--- src/rtl/hilo_md_pkg.sv ---
// Shared encodings for the HI/LO multiply/divide unit: op codes, FSM states, data width.
package hilo_md_pkg;

    localparam int MD_W = 32;

    typedef enum logic [2:0] {
        MD_NONE  = 3'd0,
        MD_MULT  = 3'd1,
        MD_MULTU = 3'd2,
        MD_DIV   = 3'd3,
        MD_DIVU  = 3'd4,
        MD_MTHI  = 3'd5,
        MD_MTLO  = 3'd6
    } md_op_e;

    typedef enum logic [1:0] {
        ST_IDLE = 2'd0,
        ST_MUL  = 2'd1,
        ST_DIV  = 2'd2,
        ST_DONE = 2'd3
    } md_state_e;

    // Ops that occupy the unit for several cycles and stall the pipeline.
    function automatic logic is_long_op(input logic [2:0] op);
        return (op == MD_MULT) || (op == MD_MULTU) || (op == MD_DIV) || (op == MD_DIVU);
    endfunction

endpackage

--- src/rtl/hilo_md_unit_mul_pipe.sv ---
// MUL_LAT-stage 33x33 signed multiplier; unsigned operands arrive zero-extended to 33 bits.
module md_mul_pipe
    import hilo_md_pkg::*;
#(
    parameter int MUL_LAT = 2
) (
    input  logic                clk,
    input  logic                rst,
    input  logic                in_valid,
    input  logic [MD_W:0]       a,
    input  logic [MD_W:0]       b,
    output logic [2*MD_W-1:0]   prod,
    output logic                out_valid
);

    logic signed [2*MD_W+1:0] full;
    logic [1:0]               full_unused;

    // Only the low 64 bits of the 66-bit product are architecturally visible.
    assign full        = $signed(a) * $signed(b);
    assign full_unused = full[2*MD_W+1:2*MD_W];

    generate
        if (MUL_LAT == 1) begin : g_comb
            assign prod      = full[2*MD_W-1:0];
            assign out_valid = in_valid;
        end else begin : g_pipe
            logic [2*MD_W-1:0] stage_q [MUL_LAT-1];
            logic [MUL_LAT-2:0] vld_q;

            always_ff @(posedge clk or posedge rst) begin
                if (rst) begin
                    for (int i = 0; i < MUL_LAT-1; i++) stage_q[i] <= '0;
                    vld_q <= '0;
                end else begin
                    stage_q[0] <= full[2*MD_W-1:0];
                    vld_q[0]   <= in_valid;
                    for (int i = 1; i < MUL_LAT-1; i++) begin
                        stage_q[i] <= stage_q[i-1];
                        vld_q[i]   <= vld_q[i-1];
                    end
                end
            end

            assign prod      = stage_q[MUL_LAT-2];
            assign out_valid = vld_q[MUL_LAT-2];
        end
    endgenerate

endmodule

--- src/rtl/hilo_md_unit.sv ---
// EXE-stage multiply/divide sequencer and HI/LO owner; drives the external iterative Divider.
//   state | meaning
//   IDLE  | no long op; MTHI/MTLO write directly; MULT/DIV issue from here
//   MUL   | internal multiplier running, counter tracks MUL_LAT cycles
//   DIV   | Divider started, waiting for div_busy to fall
//   DONE  | result committed, waiting for the instruction to leave EXE
module hilo_md_unit
    import hilo_md_pkg::*;
#(
    parameter int MUL_LAT = 2
) (
    input  logic                clk,
    input  logic                rst,
    input  logic                op_valid,
    input  logic [2:0]          op,
    input  logic [MD_W-1:0]     rs_val,
    input  logic [MD_W-1:0]     rt_val,
    input  logic                ex_hold,
    input  logic                flush,
    output logic                div_start,
    output logic                div_clr,
    output logic                div_sign,
    output logic [MD_W-1:0]     div_a,
    output logic [MD_W-1:0]     div_b,
    input  logic [2*MD_W-1:0]   div_result,
    input  logic                div_busy,
    output logic [MD_W-1:0]     hi,
    output logic [MD_W-1:0]     lo,
    output logic                md_stall
);

    localparam int CW = (MUL_LAT > 1) ? $clog2(MUL_LAT) : 1;

    md_state_e          state;
    logic [CW-1:0]      mul_cnt;
    logic [MD_W:0]      mul_a;
    logic [MD_W:0]      mul_b;
    logic [2*MD_W-1:0]  mul_prod;
    logic               mul_valid;
    logic               mul_done;
    logic               mul_signed;

    assign div_clr    = flush;
    assign mul_signed = (op == MD_MULT);
    assign mul_done   = mul_valid && (mul_cnt == CW'(MUL_LAT-1));

    assign md_stall = ((state == ST_IDLE) && op_valid && is_long_op(op) && !flush)
                   || (state == ST_MUL) || (state == ST_DIV);

    md_mul_pipe #(
        .MUL_LAT (MUL_LAT)
    ) u_mul (
        .clk       (clk),
        .rst       (rst),
        .in_valid  ((state == ST_MUL) && (mul_cnt == '0)),
        .a         (mul_a),
        .b         (mul_b),
        .prod      (mul_prod),
        .out_valid (mul_valid)
    );

    always_ff @(posedge clk or posedge rst) begin
        if (rst) begin
            state     <= ST_IDLE;
            hi        <= '0;
            lo        <= '0;
            div_start <= 1'b0;
            div_a     <= '0;
            div_b     <= '0;
            div_sign  <= 1'b0;
            mul_cnt   <= '0;
            mul_a     <= '0;
            mul_b     <= '0;
        end else if (flush) begin
            // Flush wins over any same-cycle completion; committed results stay.
            state     <= ST_IDLE;
            div_start <= 1'b0;
        end else begin
            case (state)
                ST_IDLE: begin
                    if (op_valid) begin
                        case (op)
                            MD_MTHI: if (!ex_hold) hi <= rs_val;
                            MD_MTLO: if (!ex_hold) lo <= rs_val;
                            MD_DIV, MD_DIVU: begin
                                div_a     <= rs_val;
                                div_b     <= rt_val;
                                div_sign  <= (op == MD_DIV);
                                div_start <= 1'b1;
                                state     <= ST_DIV;
                            end
                            MD_MULT, MD_MULTU: begin
                                mul_a   <= {mul_signed & rs_val[MD_W-1], rs_val};
                                mul_b   <= {mul_signed & rt_val[MD_W-1], rt_val};
                                mul_cnt <= '0;
                                state   <= ST_MUL;
                            end
                            default: ;
                        endcase
                    end
                end
                ST_MUL: begin
                    mul_cnt <= mul_cnt + CW'(1);
                    if (mul_done) begin
                        hi    <= mul_prod[2*MD_W-1:MD_W];
                        lo    <= mul_prod[MD_W-1:0];
                        state <= ST_DONE;
                    end
                end
                ST_DIV: begin
                    if (!div_busy) begin
                        hi        <= div_result[2*MD_W-1:MD_W];
                        lo        <= div_result[MD_W-1:0];
                        div_start <= 1'b0;
                        state     <= ST_DONE;
                    end
                end
                ST_DONE: begin
                    if (!ex_hold) state <= ST_IDLE;
                end
                default: state <= ST_IDLE;
            endcase
        end
    end

endmodule

--- config.mk ---
export PLATFORM = sky130hd
export DESIGN_NAME = hilo_md_unit
export DESIGN_NICKNAME = d
export VERILOG_FILES = /design/src/rtl/hilo_md_pkg.sv /design/src/rtl/hilo_md_unit_mul_pipe.sv /design/src/rtl/hilo_md_unit.sv
export SDC_FILE = /design/constraint.sdc
export NUM_CORES = 2
export LEC_CHECK = 0
export BUFFER_PORTS_ARGS = -buffer_cell sky130_fd_sc_hd__clkbuf_2
export CORE_ASPECT_RATIO = 1.5
export CORE_UTILIZATION = 48
export DETAILED_ROUTE_END_ITERATION = 10
export HOLD_SLACK_MARGIN = 0.02
export PLACE_DENSITY = 0.7
export RECOVER_POWER = 50
export SLEW_MARGIN = 20
export SYNTH_ARGS = -nofsm -noshare
export SYNTH_HDL_FRONTEND = slang
export SYNTH_SLANG_ARGS = --single-unit
--- constraint.sdc ---
create_clock -name clk -period 11 [get_ports clk]
set_input_delay 2.75 -clock clk [delete_from_list [all_inputs] [get_ports clk]]
set_output_delay 2.75 -clock clk [all_outputs]
set_load 0.1 [all_outputs]
Word level (Yosys, flattened, before mapping)
Index checks and enable logic that the tools add are counted.
- $add $sub $neg: 1
- $mul: 1
- div/mod/pow operators: 0
- $lt $le $gt $ge: 0
- equal/unequal tests: 22
- shift operators: 0
- multiplexer cells: 26
- bitwise gates (word level): 4
- reduce and logical (&&, ||, !) cells: 24
- operators with widths (cell ; number):
    $mux W32 ; 9
    $pmux W32 S3 ; 2
    $mul A33 B33 Y64 ; 1
    $reduce_and A4 Y1 ; 4
    $reduce_and A7 Y1 ; 2
    $ne A3 B3 Y1 const B ; 4
    $mux W2 ; 5
    $eq A3 B3 Y1 const B ; 3
    $ne A2 B2 Y1 const B ; 4
    $pmux W2 S4 ; 1
    $eq A3 B2 Y1 const B ; 2
    $mux W1 ; 6
    $ne A2 B1 Y1 const B ; 3
    $reduce_bool A3 Y1 ; 2
    $logic_and A1 B1 Y1 ; 5
    $logic_or A1 B1 Y1 ; 5
    $reduce_and A5 Y1 ; 1
    $eq A2 B2 Y1 const B ; 2
    $ne A4 B2 Y1 const B ; 1
    $pmux W1 S2 ; 2
    $pmux W2 S2 ; 1
    $reduce_or A2 Y1 ; 2
    $eq A3 B1 Y1 const B ; 1
    $ne A3 B2 Y1 const B ; 1
    7 further kinds ; 9
- register bits: 264
- bits in latches: 0
- memory bits (writable): 0
- memory bits (read-only): 0
- bits of input ports: 137
- output and inout port bits: 132
- memories: 0

Longest topological paths before layout
- depth in word-level cells: 8
- depth in mapped cells: 29
- gate-level depth less buffers: 26

Modules after synthesis
From an unflattened synthesis, not the netlist that was laid out.
- cell total of the unflattened synthesis: 4873
- area total of the unflattened synthesis: 48913.2 µm²
- by module, submodules not included (module ; instances ; cells an instance ; area each (µm²)):
    md_mul_pipe ; 1 ; 4206 ; 39902.0
    hilo_md_unit ; 1 ; 667 ; 9011.1

Worst setup path before layout
OpenSTA, ideal clock, no wires.
- path kind: input to output
- start point: input op[1]
- end point: output md_stall
- data arrival time: 5365 ps
- path slack: 2885 ps
- stages on the path: 4
- buffers on the path: 1
- path through: clkbuf_1 -> nor2_1 -> xor2_1 -> o21ai_0
- longest elaborated chain between the ends: 8
- RTL lines (element ; RTL line ; text):
    from (decl) ; hilo_md_unit.sv:15 ; input logic [2:0] op,
    $eq A3 B1 Y1 / $eq A3 B2 Y1 (equally long branches) ; hilo_md_pkg.sv:25 ; return (op == MD_MULT) || (op == MD_MULTU) || (op == MD_DIV) || (op == MD_DIVU);
    $logic_or A1 B1 Y1 (2 in a row) ; hilo_md_pkg.sv:25 ;
    $logic_or A1 B1 Y1 * ; hilo_md_pkg.sv:25 ;
    $logic_and A1 B1 Y1 * (2 in a row) ; hilo_md_unit.sv:47 ; assign md_stall = ((state == ST_IDLE) && op_valid && is_long_op(op) && !flush)
    $logic_or A1 B1 Y1 * (2 in a row) ; hilo_md_unit.sv:48 ; || (state == ST_MUL) || (state == ST_DIV);
    to (decl) ; hilo_md_unit.sv:29 ; output logic md_stall
Every way passes the cells marked *; elsewhere a longest branch is shown, timed or not.

Final worst setup path
- start point: register mul_b[0]
- end point: register u_mul.g_pipe.stage_q (netlist bit u_mul.prod[60])
- longest elaborated chain between the ends: 1
- RTL lines (element ; RTL line ; text):
    from (decl) ; hilo_md_unit.sv:37 ; logic [MD_W:0] mul_b;
    from (signal assigned) ; hilo_md_unit.sv:94 ; mul_b <= {mul_signed & rt_val[MD_W-1], rt_val};
    $mul A33 B33 Y64 ; hilo_md_unit_mul_pipe.sv:20 ; assign full = $signed(a) * $signed(b);
    via u_mul.full[60] ; hilo_md_unit_mul_pipe.sv:16 ; logic signed [2*MD_W+1:0] full;
    to (signal, indexed assignment) ; hilo_md_unit_mul_pipe.sv:39 ; stage_q[i] <= stage_q[i-1];
    to (decl) ; hilo_md_unit_mul_pipe.sv:28 ; logic [2*MD_W-1:0] stage_q [MUL_LAT-1];
The timed path passes the listed nets, and every way through them passes these cells.
A chain may end at the register's enable or synchronous reset.

==> metrics.txt <==
Post-synth top cells=fa_1 (1125), inv_1 (1101), nand2_1 (574), and2_1 (538), dfrtp_1 (264); routed vias/inst=5.56; Setup CP Type=register to register; Synth area leaders=fa_1 (47%), dfrtp_1 (14%), inv_1 (8.5%); Post-Layout Cell Count=6288; outcome=finished with violations; initial core utilization=48.5%; Crit path required time=11520 ps; FF+latch count, synth=264; worst slew pin tran=5150 ps; CTS tree=yes; Clock Tree Root=clkbuf_16; cell taking the most area after synthesis=fa_1; initial antenna violation count=3; Synth cell types=69; Synth Instances=4869; synth-to-layout area growth=7.13%; Slew Viols, Final=202; largest net degree at the start of global routing=154; cell with the most instances after synthesis=fa_1; Worst-path clk slew=70 ps; CTS resizes=0; Max Cap Viol=3; critical path capture point type=register; Setup Skew=36.7 ps; Final TNS setup=0 ps; TritonCTS Buffers=28; RSZ-0062 raised after global routing=no; CTS hold repair buffers=0; port bufs=268; failing checks=design-rule violations, max-capacitance violations, max-slew violations; Die W=261 um; number of global-route vias before repair=38.3k; Die Y=391 um; area of the mapped netlist=0.0484 mm2; final hold violation count=0; Setup violations, final=0; share of post-route cells with drive strength above 1=10.4%; footprint of the multi-input gates=0.0366 mm2; Max Clk Rate=0.112 GHz; Avg WL per Cell=23.1 um; crit path DAT=9440 ps; DP HPWL=116 mm; Post-synth EDFFs=0; nets@finish=6448; GP Congestion=0.940; DRC Markers=10; WL final=145 mm; register area share after synthesis=13.7%; HP Start=lo[19]; Slew HR=-245%; Filler cells=9065; DRT iter0 DRCs=2273; reg2reg start=mul_b[0]; Yosys warning count=0; H-Tree Depth=1; drt first pass iters=11; Synth Net Count=6348; Rows=142; post-CTS setup buffers=0; syn avg cell area=9.94 um2; Main synth FF type=dfrtp_1; final worst path period share=81.0%; gr ovfl total=0; core area=0.0999 mm2; All-Layer GR Usage=29.6%; top cell type's share of synthesized area=46.6%; Hold WC Path Type=register to register; FFs w/ async S/R, synth=100%; Max Root-Sink Buffers=3; CP Launch Point=mul_b[0]; Crit Path Max Fanout=34; Ports=269; Setup crit start kind=register; post-route ant nets=0; Clock Sinks=264; Final min period=8910 ps; Die ar.=0.102 mm2; clk_lat worst skew=630 ps; vias=34.9k; first-pass GRT wire length=222 mm; Placed Cells incl. Taps=6235; Seq. cell area=0.00661 mm2
==> cell type report <==
class,instances,area share (%)
Antenna cell,1,0.00483
Tap cell,1296,3.13
Clock buffer,34,1.47
Multi-Input combinational cell,3234,70.6
Inverter,1101,7.98
Timing Repair Buffer,340,3.59
Clock inverter,18,0.439
Sequential cell,264,12.8
==> flip-flops by register name, indices dropped and copies added, names as in the netlist, 2 cells and up <==
signal      flops
u_mul.prod     64
mul_a          33
mul_b          33
div_a          32
div_b          32
hi             32
lo             32
state           2
==> worst paths after layout <==
kind	to	slack (ps)	depth (start not counted)
min	lo[19]	480	1
max	u_mul.prod[60]	2090	23
min in group asynchronous	lo[16]	3650	2
max reg2reg	u_mul.prod[60]	2090	23
min reg2reg	lo[19]	480	1
max in group asynchronous	mul_a[27]	4700	2
==> metrics by stage <==
step	util, %	hold WS, ps	area [um2]	setup slack (ps)
after floorplan	-	484	48400	981
after global placement	51.0	460	50900	2400
after detailed placement	51.0	465	50900	2160
after CTS	52.0	479	51900	2070
after global routing	51.9	486	51800	1500
final	51.9	476	51800	2090
==> routing by layer <==
metal  track usage (%)  share of wire (%)  vias up
li1                  -                  -    14600
met1              30.4                 31    18400
met2              53.6                 53     1402
met3              3.46                5.2      631
met4              23.9                 10        0
met5                 0                  0        -
==> cells by family after synthesis <==
family,after synthesis,share of synthesized area [%]
and+or+nand+nor,1284,13.2
AOI/OAI and AO/OA,404,5.88
adders and majority gates,1342,52.2
DFF,264,13.7
buffers and inverters,1371,10.7
muxes,130,3.02
xor gates and xnor gates,74,1.34
==> worst max-delay path, stage by stage, from the launching register on <==
cell	delay, ps
dfrtp_1	960
nand2_1	220
inv_1	190
fa_1	510
fa_1	570
fa_1	880
inv_1	220
fa_1	1040
fa_1	530
inv_1	100
fa_1	410
fa_1	500
inv_1	50
fa_1	470
inv_1	40
ha_1	360
a21oi_1	220
o21bai_1	80
a21oi_1	280
o21ai_0	280
a31oi_1	310
a31oi_1	120
o32ai_1	280
xnor2_1	170
==> cells in the final DEF, fill, tap and decap left out, types with 4 or more instances in the layout <==
master / count
ha_1: 215
o211ai_1: 7
clkinv_2: 6
mux2_2: 125
o21bai_1: 12
nand4_1: 4
a211oi_1: 72
nor2b_1: 29
and2_1: 535
a21o_1: 88
xor2_1: 19
nor2_1: 71
nand2b_1: 14
o21a_1: 12
nand3_1: 16
dfrtp_2: 5
a2111oi_0: 4
xnor2_1: 55
o21ai_0: 34
a21oi_1: 62
fa_1: 1125
clkbuf_8: 4
dfrtp_1: 259
nand2_1: 572
o31ai_1: 6
and3_1: 5
clkbuf_16: 28
clkbuf_2: 249
o21ai_1: 5
buf_4: 68
inv_1: 1100
a22oi_1: 66
nor3_1: 12
clkbuf_1: 24
a31oi_1: 11
Power is left out: the tool's default activity adds up to more than one toggle a clock period on the data nets, which glitch-free logic cannot reach.
